`config.mk`:
```
export PLATFORM = sky130hd
export DESIGN_NAME = mem_arbiter_flat
export DESIGN_NICKNAME = d
export VERILOG_FILES = /design/src/rtl/mem_arbiter_if.sv /design/src/rtl/mem_arbiter.sv /design/src/flat_wrapper.sv
export SDC_FILE = /design/constraint.sdc
export NUM_CORES = 1
export LEC_CHECK = 0
export BUFFER_PORTS_ARGS = -buffer_cell sky130_fd_sc_hd__buf_2
export CORE_MARGIN = 5
export CORE_UTILIZATION = 45
export CTS_CLUSTER_DIAMETER = 50
export DETAILED_ROUTE_END_ITERATION = 10
export PLACE_DENSITY = 0.81
export RECOVER_POWER = 100
export SYNTH_ARGS = -nofsm -noshare
export SYNTH_HDL_FRONTEND = slang
export SYNTH_SLANG_ARGS = --single-unit
export TNS_END_PERCENT = 50
```
`constraint.sdc`:
```
create_clock -name clk -period 1.7 [get_ports clk]
set_input_delay 0.34 -clock clk [delete_from_list [all_inputs] [get_ports clk]]
set_output_delay 0.34 -clock clk [all_outputs]
set_load 0.02 [all_outputs]
```
`src/rtl/mem_arbiter_if.sv`:
```
// Requester-side and downstream-side buses of mem_arbiter.
// Requesters drive mem_req_if.master; the arbiter drives mem_dn_if.master toward the memory.
interface mem_req_if #(
  parameter int NCH = 2,
  parameter int AW  = 32,
  parameter int DW  = 32
);
  logic [NCH-1:0]    req;
  logic [NCH*AW-1:0] addr;
  logic [NCH-1:0]    write;
  logic [NCH*DW-1:0] wdata;
  logic [NCH-1:0]    extend;
  logic [NCH*2-1:0]  width;
  logic [NCH-1:0]    ack;
  logic [DW-1:0]     rdata;

  modport master (output req, addr, write, wdata, extend, width, input ack, rdata);
  modport slave  (input req, addr, write, wdata, extend, width, output ack, rdata);
endinterface

interface mem_dn_if #(
  parameter int AW = 32,
  parameter int DW = 32
);
  logic          d_req;
  logic [AW-1:0] d_addr;
  logic          d_write;
  logic [DW-1:0] d_wdata;
  logic          d_extend;
  logic [1:0]    d_width;
  logic          d_ack;
  logic [DW-1:0] d_rdata;

  modport master (output d_req, d_addr, d_write, d_wdata, d_extend, d_width, input d_ack, d_rdata);
  modport slave  (input d_req, d_addr, d_write, d_wdata, d_extend, d_width, output d_ack, d_rdata);
endinterface

```
`src/rtl/mem_arbiter.sv`:
```
// N-channel request/ack arbiter in front of a single-ported memory, all outputs registered.
// Define MEM_ARB_RR_EN for round-robin arbitration; otherwise the lowest requesting index wins.
module mem_arbiter #(
  parameter  int NCH = 2,
  parameter  int AW  = 32,
  parameter  int DW  = 32,
  localparam int IDW = (NCH > 1) ? $clog2(NCH) : 1
) (
  input  logic           clk,
  input  logic           reset_n,
  mem_req_if.slave       rq,
  mem_dn_if.master       dn,
  output logic [IDW-1:0] grant_id,
  output logic           busy
);

  // state | meaning
  // IDLE  | no transaction; arbitrate and latch the winner's command fields
  // BUSY  | d_req high with latched fields, waiting for d_ack
  // RESP  | one-cycle ack to the granted channel; no arbitration
  typedef enum logic [1:0] {IDLE, BUSY, RESP} state_t;

  state_t         state_q, state_d;
  logic [IDW-1:0] win;
  logic           any_req;
  logic [AW-1:0]  sel_addr;
  logic           sel_write;
  logic [DW-1:0]  sel_wdata;
  logic           sel_extend;
  logic [1:0]     sel_width;
  logic [NCH-1:0] ack_d;
  logic           grant_now;

`ifdef MEM_ARB_RR_EN
  logic [IDW-1:0] last_q;
  logic [IDW-1:0] cand;

  // search starts one past the last grant and wraps
  always_comb begin
    win     = '0;
    cand    = '0;
    any_req = 1'b0;
    for (int k = 1; k <= NCH; k++) begin
      cand = IDW'((int'(last_q) + k) % NCH);
      if (!any_req && rq.req[cand]) begin
        win     = cand;
        any_req = 1'b1;
      end
    end
  end

  always_ff @(posedge clk or negedge reset_n) begin
    if (!reset_n)       last_q <= IDW'(NCH - 1);
    else if (grant_now) last_q <= win;
  end
`else
  always_comb begin
    win = '0;
    for (int i = NCH - 1; i >= 0; i--) begin
      if (rq.req[i]) win = IDW'(i);
    end
    any_req = |rq.req;
  end
`endif

  assign grant_now = (state_q == IDLE) && any_req;

  always_comb begin
    sel_addr   = '0;
    sel_write  = 1'b0;
    sel_wdata  = '0;
    sel_extend = 1'b0;
    sel_width  = '0;
    ack_d      = '0;
    for (int i = 0; i < NCH; i++) begin
      if (win == IDW'(i)) begin
        sel_addr   = rq.addr[i*AW +: AW];
        sel_write  = rq.write[i];
        sel_wdata  = rq.wdata[i*DW +: DW];
        sel_extend = rq.extend[i];
        sel_width  = rq.width[i*2 +: 2];
      end
      ack_d[i] = (state_q == BUSY) && dn.d_ack && (grant_id == IDW'(i));
    end
  end

  always_comb begin
    state_d = state_q;
    unique case (state_q)
      IDLE:    if (any_req) state_d = BUSY;
      BUSY:    if (dn.d_ack) state_d = RESP;
      RESP:    state_d = IDLE;
      default: state_d = IDLE;
    endcase
  end

  always_ff @(posedge clk or negedge reset_n) begin
    if (!reset_n) begin
      state_q     <= IDLE;
      dn.d_req    <= 1'b0;
      dn.d_addr   <= '0;
      dn.d_write  <= 1'b0;
      dn.d_wdata  <= '0;
      dn.d_extend <= 1'b0;
      dn.d_width  <= '0;
      rq.ack      <= '0;
      rq.rdata    <= '0;
      grant_id    <= '0;
      busy        <= 1'b0;
    end else begin
      state_q  <= state_d;
      dn.d_req <= (state_d == BUSY);
      busy     <= (state_d != IDLE);
      rq.ack   <= ack_d;
      if (grant_now) begin
        dn.d_addr   <= sel_addr;
        dn.d_write  <= sel_write;
        dn.d_wdata  <= sel_wdata;
        dn.d_extend <= sel_extend;
        dn.d_width  <= sel_width;
        grant_id    <= win;
      end
      if (state_q == BUSY && dn.d_ack) rq.rdata <= dn.d_rdata;
    end
  end

endmodule

```
`src/flat_wrapper.sv`:
```
// flat-port wrapper written by rule: the top's interface ports become plain ports
module mem_arbiter_flat 
#(
  parameter  int NCH = 2,
  parameter  int AW  = 32,
  parameter  int DW  = 32,
  localparam int IDW = (NCH > 1) ? $clog2(NCH) : 1
)
  (clk, reset_n, grant_id, busy, rq_req, rq_addr, rq_write, rq_wdata, rq_extend, rq_width, rq_ack, rq_rdata, dn_d_req, dn_d_addr, dn_d_write, dn_d_wdata, dn_d_extend, dn_d_width, dn_d_ack, dn_d_rdata);
  mem_req_if #(.NCH(NCH), .AW(AW), .DW(DW)) rq_i ();
  mem_dn_if #(.AW(AW), .DW(DW)) dn_i ();
  input  logic clk;
  input  logic reset_n;
  output logic [IDW-1:0] grant_id;
  output logic busy;
  input wire logic [$bits(rq_i.req)-1:0] rq_req;
  input wire logic [$bits(rq_i.addr)-1:0] rq_addr;
  input wire logic [$bits(rq_i.write)-1:0] rq_write;
  input wire logic [$bits(rq_i.wdata)-1:0] rq_wdata;
  input wire logic [$bits(rq_i.extend)-1:0] rq_extend;
  input wire logic [$bits(rq_i.width)-1:0] rq_width;
  output wire logic [$bits(rq_i.ack)-1:0] rq_ack;
  output wire logic [$bits(rq_i.rdata)-1:0] rq_rdata;
  output wire logic [$bits(dn_i.d_req)-1:0] dn_d_req;
  output wire logic [$bits(dn_i.d_addr)-1:0] dn_d_addr;
  output wire logic [$bits(dn_i.d_write)-1:0] dn_d_write;
  output wire logic [$bits(dn_i.d_wdata)-1:0] dn_d_wdata;
  output wire logic [$bits(dn_i.d_extend)-1:0] dn_d_extend;
  output wire logic [$bits(dn_i.d_width)-1:0] dn_d_width;
  input wire logic [$bits(dn_i.d_ack)-1:0] dn_d_ack;
  input wire logic [$bits(dn_i.d_rdata)-1:0] dn_d_rdata;
  assign rq_i.req = rq_req;
  assign rq_i.addr = rq_addr;
  assign rq_i.write = rq_write;
  assign rq_i.wdata = rq_wdata;
  assign rq_i.extend = rq_extend;
  assign rq_i.width = rq_width;
  assign rq_ack = rq_i.ack;
  assign rq_rdata = rq_i.rdata;
  assign dn_d_req = dn_i.d_req;
  assign dn_d_addr = dn_i.d_addr;
  assign dn_d_write = dn_i.d_write;
  assign dn_d_wdata = dn_i.d_wdata;
  assign dn_d_extend = dn_i.d_extend;
  assign dn_d_width = dn_i.d_width;
  assign dn_i.d_ack = dn_d_ack;
  assign dn_i.d_rdata = dn_d_rdata;
  mem_arbiter #(.NCH(NCH), .AW(AW), .DW(DW)) u_core (.clk(clk), .reset_n(reset_n), .rq(rq_i), .dn(dn_i), .grant_id(grant_id), .busy(busy));
endmodule
```
==> metrics <==
Crit. End Element flip-flop; initial core utilization 46.4%; # clock sinks 107; count leader, synth dfrtp_1; RePlAce Congestion 0.861; Worst VDD drop 1010 uV; post-synth top area share 52.8%; Core Box Area 0.0109 mm^2; Clock power frac 17.9%; die width 116 um; Sequential Power Share 37.0%; die extent in y 116 um; Final Hold Viols 0; ys flop type dfrtp_1; vias in the first global route 5,229; register area share after synthesis 52.8%; Pwr Density 1860 mW/mm^2; initial antenna violation count 2; H-tree depth 3; Synth Area in Simple Gates 9.90%; Yosys warning count 0; share of layout cells above drive strength 1 31.6%; row cnt 38; port bufs 277; pre-CTS setup slack 83.1 ps; Max Cap Viol 0; largest family of logic cells by synthesized area compound AO/OA/AOI/OAI gates; WL final 16.0 mm; asr flop ratio synth 100%; Comb power frac 45.1%; clk_lat worst skew 340 ps; syn_nets 645; cell accounting for the most synthesized area dfrtp_1; Critical Path Fanout Max 36; largest net degree at the start of global routing 108; Synth-to-Final Area Change 33.9%; Iter 0 DRT Violations 508; XOR/XNOR Fraction of Synth Area 0%; Hold WC Path Type in -> reg; Syn Area/Cell 10.7 um^2; Post-synth EDFFs 0; Adder-Cell Fraction of Synth Area 0%; Pre-antenna DRT Iters 7; global-route wire length before repair 25.4 mm; area fraction in compound gates after synthesis 25.3%; Reg clk slew, reported paths 80 ps; CTS tree yes; full die area 0.0135 mm^2; post-CTS setup buffers 0; critical path data required time 1910 ps; DP Wirelength 11.6 mm; relative slew slack 5.41%; WL/cell 18.4 um; Pint 7.22 mW; Leakage 2.92 nW; Layout Skew 6.06 ps; I/O Pins 278; crit start category flip-flop; Num CTS Buffers 9; Max Clk Rate 622 MHz; vias per cell 5.73; actual slew at the worst max-slew pin 1420 ps; max-slew violations 0; critical path type reg -> reg; Tcrit/Tclk final 94.6%; All-Layer GR Usage 23.7%; Vias 5,000; Nets 898; RSZ-0062 raised after global routing no; CTS Buffer Depth 2; top cells by area, synth dfrtp_1 53%, a22oi_1 10%, a31oi_1 8.4%; fin worst setup slack 91.3 ps; post-synthesis mux area share 7.11%; total congestion overflow 0; sw frac 42.8%; # setup viols final 0; DRC viols 0; status complete, no violations; Final Critical Period 1610 ps; sw power 5.39 mW; top cells by count, synth 107 x dfrtp_1, 68 x a22oi_1, 68 x a31oi_1, 68 x nor2b_1, 48 x o21ai_0; Post-Syn Area 0.00507 mm^2; Yosys reg bits 107; Distinct cells, synth 22; Fin Setup TNS 0 ps; clk root buf clkbuf_16; post-route ant nets 0; synthesized instance count 472; Worst EP arrival 1820 ps
==> layout by cell type (no fill, tap or decap), types with 2 or more instances in the layout <==
cell / netlist / routed
nor2b_1: 68 / 68
a22oi_1: 68 / 68
clkbuf_1: 28 / 106
o21ai_0: 48 / 67
nor3_1: 2 / 2
mux2_1: 3 / 4
and2_0: 0 / 2
nor2_1: 2 / 3
bufinv_16: 0 / 2
dfrtp_1: 107 / 107
clkbuf_16: 0 / 9
inv_6: 0 / 3
a31oi_1: 68 / 68
mux2_2: 29 / 28
clkbuf_4: 0 / 2
buf_2: 8 / 170
buf_4: 7 / 4
buf_12: 0 / 8
diode_2: 0 / 2
==> through the flow <==
stage	util, %	cells	hold slack, ps	cell area [um^2]	power [mW]
2_1_floorplan	-	472	44.4	5070	8.43
3_3_place_gp	60.4	854	452	6610	10.5
3_5_place_dp	60.4	854	450	6610	10.8
4_1_cts	63.4	870	92.6	6930	13.1
5_1_grt	62.1	872	220	6790	13.5
6_report	62.1	872	224	6790	12.6
==> final cells by class <==
cell class,instances,area [um^2]
Antenna cell,2,5.00
Clock buffer,10,229
Clock inverter,6,93.8
Fill cell,923,4150
Multi-Input combinational cell,317,2150
Sequential cell,107,2680
Tap cell,140,175
Timing Repair Buffer,290,1460
==> cells by family after synthesis <==
kind of cell / count (synthesis)
simple gates: 80
compound gates: 205
mux: 32
buf+inv: 48
flops: 107
==> state kept, by name (all words and copies together) (netlist names), 2 cells and up <==
name,count
u_core.state_q,2
u_core.dn.d_addr,32
u_core.dn.d_wdata,32
u_core.rq.ack,2
u_core.dn.d_width,2
u_core.rq.rdata,32
==> timing repair <==
action / 4_1_cts / 5_1_grt
hold buffers: 0 / 0
gates resized for setup: 0 / 1
endpoints found under the setup margin: 0 / 5
==> power groups by stage <==
stage	Clock (mW)	Combinational, mW	Sequential, mW
after floorplan	0	2.37	6.06
after global placement	0	5.95	4.54
after detailed placement	0	6.16	4.64
after CTS	2.31	6.15	4.62
after global routing	2.41	6.23	4.84
final	2.25	5.70	4.67
==> layer usage <==
| metal | global-route usage [%] | share of wire (%) |
|---|---|---|
| met2 | 40.7 | 50 |
| met5 | 0 | 0 |
| met4 | 10.9 | 3.1 |
| met3 | 7.25 | 10 |
| met1 | 27.1 | 37 |
==> worst paths after layout <==
kind / start / to / slack, ps / cells after the start
worst max-delay path: u_core.state_q[0]$_DFF_PN0_ / u_core.dn.d_wdata[22]$_DFFE_PN0P_ / 90 / 4
worst min-delay path: rq_addr[15] / u_core.dn.d_addr[15]$_DFFE_PN0P_ / 220 / 3
worst max register to register: u_core.state_q[0]$_DFF_PN0_ / u_core.dn.d_wdata[22]$_DFFE_PN0P_ / 90 / 4
worst min register to register: u_core.state_q[1]$_DFF_PN0_ / u_core.rq.ack[0]$_DFF_PN0_ / 460 / 1
max in group asynchronous: reset_n / u_core.dn.d_wdata[7]$_DFFE_PN0P_ / 350 / 2
min in group asynchronous: reset_n / u_core.rq.rdata[10]$_DFFE_PN0P_ / 460 / 2
==> critical path, stage by stage, from the launching register on <==
cell and delay [ps]:
dfrtp_1 460, or2_2 370, buf_6 220, a22oi_1 270, o21ai_0 150
(Power assumes the default switching activity.)
